==> src/rtl/fdiv_meter.sv <==
// fdiv_meter: period and high-time meter for divided clocks.
// SIG_IN is synchronised into the CLK domain, its edges drive a four-state
// FSM that counts high and low cycles, and each completed period is
// published with a one-cycle VALID strobe plus deviation flags.
module fdiv_meter #(
  parameter int CW  = 16,
  parameter int TOL = 1
) (
  input  logic          CLK,
  input  logic          RST_N,
  input  logic          SIG_IN,
  input  logic          EN,
  input  logic [CW-1:0] EXP_PER,
  input  logic [CW-1:0] EXP_HI,
  output logic [CW-1:0] PER_OUT,
  output logic [CW-1:0] HI_OUT,
  output logic          VALID,
  output logic          PER_ERR,
  output logic          DUTY_ERR,
  output logic          OVF
);

  typedef enum logic [1:0] {IDLE, ARM, HIGH, LOW} state_t;

  // All counter arithmetic runs one bit wider so saturation is visible.
  localparam logic [CW:0] MAX_W = {1'b0, {CW{1'b1}}};
  localparam logic [CW:0] ONE_W = (CW+1)'(1);
  localparam logic [CW:0] TOL_W = (CW+1)'(TOL);

  // Unsigned magnitude of the difference between two widened values.
  function automatic logic [CW:0] abs_diff(input logic [CW:0] a,
                                           input logic [CW:0] b);
    return (a >= b) ? (a - b) : (b - a);
  endfunction

  // A deviation equal to TOL is still acceptable; only larger ones flag.
  function automatic logic dev_err(input logic [CW-1:0] meas,
                                   input logic [CW-1:0] expv);
    return abs_diff({1'b0, meas}, {1'b0, expv}) > TOL_W;
  endfunction

  // True when a widened count no longer fits in CW bits.
  function automatic logic sat(input logic [CW:0] v);
    return v > MAX_W;
  endfunction

  logic          s1, s2, s3;
  logic          rise, fall;
  state_t        state, state_nxt;
  logic [CW-1:0] hi_cnt, lo_cnt, hi_nxt, lo_nxt;
  logic [CW:0]   hi_inc, lo_inc, sum_cur, sum_inc;
  logic          pub, ovf_set;

  assign rise    = s2 & ~s3;
  assign fall    = ~s2 & s3;
  assign hi_inc  = {1'b0, hi_cnt} + ONE_W;
  assign lo_inc  = {1'b0, lo_cnt} + ONE_W;
  assign sum_cur = {1'b0, hi_cnt} + {1'b0, lo_cnt};
  assign sum_inc = sum_cur + ONE_W;

  // Two-flop synchroniser for SIG_IN plus a history flop for edge detection.
  always_ff @(posedge CLK or negedge RST_N) begin
    if (!RST_N) begin
      s1 <= 1'b0;
      s2 <= 1'b0;
      s3 <= 1'b0;
    end else begin
      s1 <= SIG_IN;
      s2 <= s1;
      s3 <= s2;
    end
  end

  // Next-state, counter update, publish and saturation decisions.
  always_comb begin
    state_nxt = state;
    hi_nxt    = hi_cnt;
    lo_nxt    = lo_cnt;
    pub       = 1'b0;
    ovf_set   = 1'b0;
    if (!EN) begin
      state_nxt = IDLE;
      hi_nxt    = '0;
      lo_nxt    = '0;
    end else begin
      case (state)
        IDLE: begin
          // An edge seen in the first enabled cycle is deliberately ignored.
          state_nxt = ARM;
          hi_nxt    = '0;
          lo_nxt    = '0;
        end
        ARM: begin
          if (rise) begin
            state_nxt = HIGH;
            hi_nxt    = CW'(1);
            lo_nxt    = '0;
          end
        end
        HIGH: begin
          if (fall) begin
            if (sat(sum_inc)) begin
              ovf_set   = 1'b1;
              state_nxt = ARM;
              hi_nxt    = '0;
              lo_nxt    = '0;
            end else begin
              state_nxt = LOW;
              lo_nxt    = CW'(1);
            end
          end else if (sat(hi_inc)) begin
            ovf_set   = 1'b1;
            state_nxt = ARM;
            hi_nxt    = '0;
            lo_nxt    = '0;
          end else begin
            hi_nxt = hi_inc[CW-1:0];
          end
        end
        LOW: begin
          if (rise) begin
            // The running sum was kept in range by the LOW-phase checks.
            pub       = 1'b1;
            state_nxt = HIGH;
            hi_nxt    = CW'(1);
            lo_nxt    = '0;
          end else if (sat(lo_inc) || sat(sum_inc)) begin
            ovf_set   = 1'b1;
            state_nxt = ARM;
            hi_nxt    = '0;
            lo_nxt    = '0;
          end else begin
            lo_nxt = lo_inc[CW-1:0];
          end
        end
        default: state_nxt = IDLE;
      endcase
    end
  end

  // FSM state and running counters.
  always_ff @(posedge CLK or negedge RST_N) begin
    if (!RST_N) begin
      state  <= IDLE;
      hi_cnt <= '0;
      lo_cnt <= '0;
    end else begin
      state  <= state_nxt;
      hi_cnt <= hi_nxt;
      lo_cnt <= lo_nxt;
    end
  end

  // Result registers: updated only on publish, otherwise they hold.
  always_ff @(posedge CLK or negedge RST_N) begin
    if (!RST_N) begin
      PER_OUT  <= '0;
      HI_OUT   <= '0;
      VALID    <= 1'b0;
      PER_ERR  <= 1'b0;
      DUTY_ERR <= 1'b0;
    end else begin
      VALID <= pub;
      if (pub) begin
        PER_OUT  <= sum_cur[CW-1:0];
        HI_OUT   <= hi_cnt;
        PER_ERR  <= dev_err(sum_cur[CW-1:0], EXP_PER);
        DUTY_ERR <= dev_err(hi_cnt, EXP_HI);
      end
    end
  end

  // Sticky overflow flag, cleared by reset or by disabling the meter.
  always_ff @(posedge CLK or negedge RST_N) begin
    if (!RST_N) begin
      OVF <= 1'b0;
    end else if (!EN) begin
      OVF <= 1'b0;
    end else if (ovf_set) begin
      OVF <= 1'b1;
    end
  end

endmodule

==> config.mk <==
export PLATFORM = sky130hd
export DESIGN_NAME = fdiv_meter
export DESIGN_NICKNAME = d
export VERILOG_FILES = /design/src/rtl/fdiv_meter.sv
export SDC_FILE = /design/constraint.sdc
export NUM_CORES = 1
export LEC_CHECK = 0
export CORE_MARGIN = 5
export CORE_UTILIZATION = 45
export CTS_BUF_LIST = sky130_fd_sc_hd__clkbuf_8 sky130_fd_sc_hd__clkbuf_16
export DETAILED_ROUTE_END_ITERATION = 16
export MAX_ROUTING_LAYER = met4
export PLACE_DENSITY = 0.78
export REMOVE_ABC_BUFFERS = 1
export SLEW_MARGIN = 20
export SYNTH_ARGS = -nofsm -noshare
export SYNTH_HDL_FRONTEND = slang
export SYNTH_SLANG_ARGS = --single-unit
==> constraint.sdc <==
create_clock -name CLK -period 5.05 [get_ports CLK]
set_input_delay 1.515 -clock CLK [delete_from_list [all_inputs] [get_ports CLK]]
set_output_delay 1.515 -clock CLK [all_outputs]
set_load 0.02 [all_outputs]
* Word-level counts from Yosys, hierarchy flattened
Index checks and enable logic that the tools add are counted.
** Operators by class
- Add/subtract/negate cells :: 8
- Order comparisons :: 7
- Equality and inequality tests :: 8
- Multiplexer cells :: 38
- Bitwise logic cells :: 4
- Reduce and logical (&&, ||, !) cells :: 5
** Operator list (count)
- $mux W16 :: 13
- $pmux W16 S4 :: 2
- $sub A16 B16 Y17 :: 4
- $gt A17 B16 Y1 const B :: 3
- $add A16 B1 Y17 const B :: 2
- $gt A17 B1 Y1 const B :: 2
- $mux W17 :: 2
- $ge A16 B16 Y1 :: 2
- $add A16 B16 Y17 :: 1
- $add A17 B1 Y17 const B :: 1
- $mux W2 :: 7
- $mux W1 :: 12
- $ne A4 B4 Y1 const B :: 3
- $pmux W2 S4 :: 1
- $reduce_and A3 Y1 :: 2
- $eq A2 B2 Y1 const B :: 2
- $ne A3 B3 Y1 const B :: 1
- $and A1 B1 Y1 :: 2
- $eq A2 B1 Y1 const B :: 1
- $logic_not A2 Y1 :: 1
- $ne A2 B1 Y1 const B :: 1
- $not A1 Y1 :: 2
- $pmux W1 S2 :: 1
- $reduce_and A2 Y1 :: 1
- $logic_or A1 B1 Y1 :: 1
** Storage, ports and cells
- Register bits after elaboration :: 73
- Output and inout bits :: 36
- Logic and storage cells :: 82

* Depth between registers and ports, before layout
- Depth after elaboration :: 10
- Gate-level depth with buffers :: 20
- Gate-level depth less buffers :: 19

* Worst setup path after synthesis
OpenSTA, ideal clock, no wires.
- Kind :: register to register
- Start point :: register hi_cnt[0]
- End point :: register PER_ERR
- Arrival :: 4.729 ns
- Required time :: 4.919 ns
- Setup slack :: 0.190 ns
- Cell stages (with the launch flop) :: 20
- Path buffers :: 2
- Cell sequence :: dfrtp_1 ha_1 fa_1 a211oi_2 o21ai_2 a211oi_1 a21oi_1 ha_1 clkbuf_1 o21ai_0 o21bai_1 and3b_1 o21ai_0 a31o_2 clkbuf_1 mux2i_1 xor2_1 nand4_1 nor4_1 a21oi_1
** On the way
- Cells in the longest elaborated chain, start to end :: 4
** Ends and longest elaborated chain
- from (decl) :: RTL line 50 : logic [CW-1:0] hi_cnt, lo_cnt, hi_nxt, lo_nxt;
- from (signal assigned) :: RTL line 149 : hi_cnt <= hi_nxt;
- $add A16 B16 Y17 (*) :: RTL line 58 : assign sum_cur = {1'b0, hi_cnt} + {1'b0, lo_cnt};
- via sum_cur[8] :: RTL line 51 : logic [CW:0] hi_inc, lo_inc, sum_cur, sum_inc;
- $sub A16 B16 Y17 / $ge A16 B16 Y1 (equally long branches) :: RTL line 33 : return (a >= b) ? (a - b) : (b - a);
- $mux W17 (*) :: RTL line 33
- $gt A17 B1 Y1 (*) :: RTL line 39 : return abs_diff({1'b0, meas}, {1'b0, expv}) > TOL_W;
- to (signal assigned) :: RTL line 167 : PER_ERR <= dev_err(sum_cur[CW-1:0], EXP_PER);
- to (decl) :: RTL line 18 : output logic PER_ERR,
The timed path passes the listed nets; every way through them passes the cells marked *.
A chain may end at the register's enable or synchronous reset.

* Worst setup path in the final report
Same ends and word-level chain as after synthesis.

==> impl_metrics.env <==
export IMPL_end_kind="flip-flop"
export IMPL_synthToLayoutAreaGrowth_pct=19.3
export IMPL_postRouteAntennaNets=0
export IMPL_ios=72
export IMPL_fin_cells=1395
export IMPL_path_cells="ha_1, fa_1, a211oi_2, o21ai_2, a211oi_2, a21oi_1, ha_1, o21ai_0, o21bai_1, and3b_1, o21ai_0, a31o_2, mux2i_1, xor2_1, nand4_1, nor4_2, a21oi_1"
export IMPL_syn_inst=1058
export IMPL_regToRegSetupSlack_ps=230
export IMPL_postSynth_asyncResetShare=1.00
export IMPL_dr_pass1_iters=6
export IMPL_drc=0
export IMPL_finalCritPeriodShare=0.954
export IMPL_r2r_end="PER_ERR"
export IMPL_grt_ovfl_total=0
export IMPL_die_width_um=147
export IMPL_gp_congestion=0.970
export IMPL_synth_seq_cells=73
export IMPL_grt_pass1_vias=8047
export IMPL_cp_slowest_cell="fa_1"
export IMPL_synth_top_area_frac=0.217
export IMPL_setup_viol_count_final=0
export IMPL_cts_root_buffer="clkbuf_16"
export IMPL_rr_worst_depth=17
export IMPL_critPathMaxFanout=8
export IMPL_synth_ff_type="dfrtp_1"
export IMPL_drive_gt1_frac=0.125
export IMPL_crit_type="reg -> reg"
export IMPL_path_clk_slew_ps=70
export IMPL_avgRoutedWirePerCell_um=18.0
export IMPL_synth_edf_count=0
export IMPL_worst_pin_slew_ps=723
export IMPL_start_kind="flip-flop"
export IMPL_synth_area_leader_cell="dfrtp_1"
export IMPL_ys_types=87
export IMPL_synthesis_area_um2=8400
export IMPL_synthTopCellsByCount="105 x nand2_1, 87 x o21ai_0, 84 x ha_1, 82 x inv_1, 75 x a21oi_1"
export IMPL_place_hpwl_um=19700
export IMPL_nNetsFinal=1281
export IMPL_ir_drop_v=0.000158
export IMPL_port_buffers=71
export IMPL_setup_ws_ps=231
export IMPL_cp_startpoint="hi_cnt[0]"
export IMPL_synth_area_per_cell_um2=7.94
export IMPL_ctsHtreeMaxLevel=3
export IMPL_via_per_inst=5.96
export IMPL_p_leak_uw=0.00452
export IMPL_design_area_um2=10000
export IMPL_clockBufferDepth=2
export IMPL_globalRouteTotalUtil=0.239
export IMPL_hold_viol_final=0
export IMPL_finClkSkew_ps=15.9
export IMPL_grt_pass1_wl_um=41000
export IMPL_slew_violations=0
export IMPL_core_area_um2=18500
export IMPL_reg2reg_from="hi_cnt[0]"
export IMPL_n_antenna_cell=0
export IMPL_drt_iter0_markers=871
export IMPL_antenna_found_initial=0
export IMPL_cellPowerDensity_nw_per_um2=167
export IMPL_cap_violations=0
export IMPL_clkLatencyLatePin_ps=360
export IMPL_grt_max_degree=74
export IMPL_rows=50
export IMPL_hold_ws_ps=354
export IMPL_die_h_um=147
export IMPL_place_ws_ps=9.55
export IMPL_worstPathArrival_ps=5050
export IMPL_status="finished clean"
export IMPL_yosysWarnings=0
export IMPL_required_ps=5290
export IMPL_dieArea_um2=21500
export IMPL_hold_path_class="reg -> reg"
export IMPL_vias=8311
export IMPL_crit_end="PER_ERR"
export IMPL_synth_seq_area_share=0.217
export IMPL_placed_area_um2=9640
export IMPL_start_util=0.454
export IMPL_totalWireLength_um=25200
export IMPL_slew_headroom=0.506
export IMPL_fmax_ghz=0.208
export IMPL_clock_sinks=73
export IMPL_yosysMostFrequentCell="nand2_1"
export IMPL_p_total_uw=1670
export IMPL_dp_cells=1375
export IMPL_cts_tree="done"
export IMPL_critPathMaxStageDelay_ps=420
export IMPL_yosys_top_cells_area="dfrtp_1 22%, ha_1 13%, o21ai_0 5.2%"
export IMPL_cts_buffers_inserted=9
export IMPL_period_needed_ps=4820
==> metrics by stage <==
stage           util  TNS [ps]
3_5_place_dp   0.520         0
2_1_floorplan      -      -361
3_3_place_gp   0.520         0
6_report       0.541         0
4_1_cts        0.539         0
5_1_grt        0.541     -28.3
==> report_power, final <==
group	switching (uW)	total (uW)	leakage [uW]	internal [uW]
combinational	182	319	0.00335	137
clock	282	745	0.000163	463
sequential	10.8	607	0.00101	596
==> flip-flops by register name, indices dropped and copies added, names as in the netlist <==
name,count
DUTY_ERR,1
HI_OUT,16
OVF,1
PER_ERR,1
PER_OUT,16
VALID,1
hi_cnt,16
lo_cnt,16
s1,1
s2,1
s3,1
state,2
==> cell usage in the layout (no fill, tap or decap), drive strengths merged, types with 16 or more instances in the layout <==
master,instances
nor3,16
a31oi,26
xnor2,21
o21ai,102
clkdlybuf4s50,70
a21o,38
nor2,71
xor2,18
inv,86
mux2i,26
nand2,105
nand3,28
buf,65
dfrtp,73
a21oi,76
ha,84
==> logic make-up (layout without fill, tap and decap cells) <==
kind of cell | after synthesis | after routing | synth area share
and+or+nand+nor | 344 | 344 | 0.208
muxes | 31 | 31 | 0.0390
adders and majority gates | 89 | 89 | 0.137
DFF | 73 | 73 | 0.217
buffers and inverters | 132 | 235 | 0.0645
xor gates and xnor gates | 39 | 39 | 0.0424
AOI/OAI and AO/OA | 350 | 350 | 0.292
==> critical path: cells and delay by family, from the launching register on <==
kind	cells	cell delay (ps)
and+or+nand+nor	3	750
adders and majority gates	3	1080
muxes	1	240
xor gates and xnor gates	1	240
DFF	1	390
AOI/OAI and AO/OA	9	1990
==> layout make-up <==
type                            count  area [um^2]
Clock buffer                       11          253
Clock inverter                      5         85.1
Fill cell                        1781         8490
Inverter                           84          315
Multi-Input combinational cell    853         6060
Sequential cell                    73         1830
Tap cell                          234          293
Timing Repair Buffer              135         1190
==> metal layers <==
metal  part of all wire  up-vias  track usage
met3              0.065       44       0.0345
met2               0.46      298        0.378
li1                   -     4053            -
met4              0.024        0       0.0748
met1               0.45     3916        0.318
met5                  0        -            -
==> how the worst min path moves through the flow <==
stage,from,to,slack [ps],depth (start not counted)
floorplan,s1,s2,330,0
global placement,s1,s2,340,0
detailed placement,s1,s2,340,0
CTS,s1,s2,360,0
global route,s1,s2,370,0
finish,s1,s2,350,0
==> repair_timing <==
action,in CTS,in global routing
endpoints found under the hold margin,0,0
hold buffers,0,0
setup endpoints to repair,0,1
resized for setup,0,3
setup buffers,0,4
(Power assumes the default switching activity.)
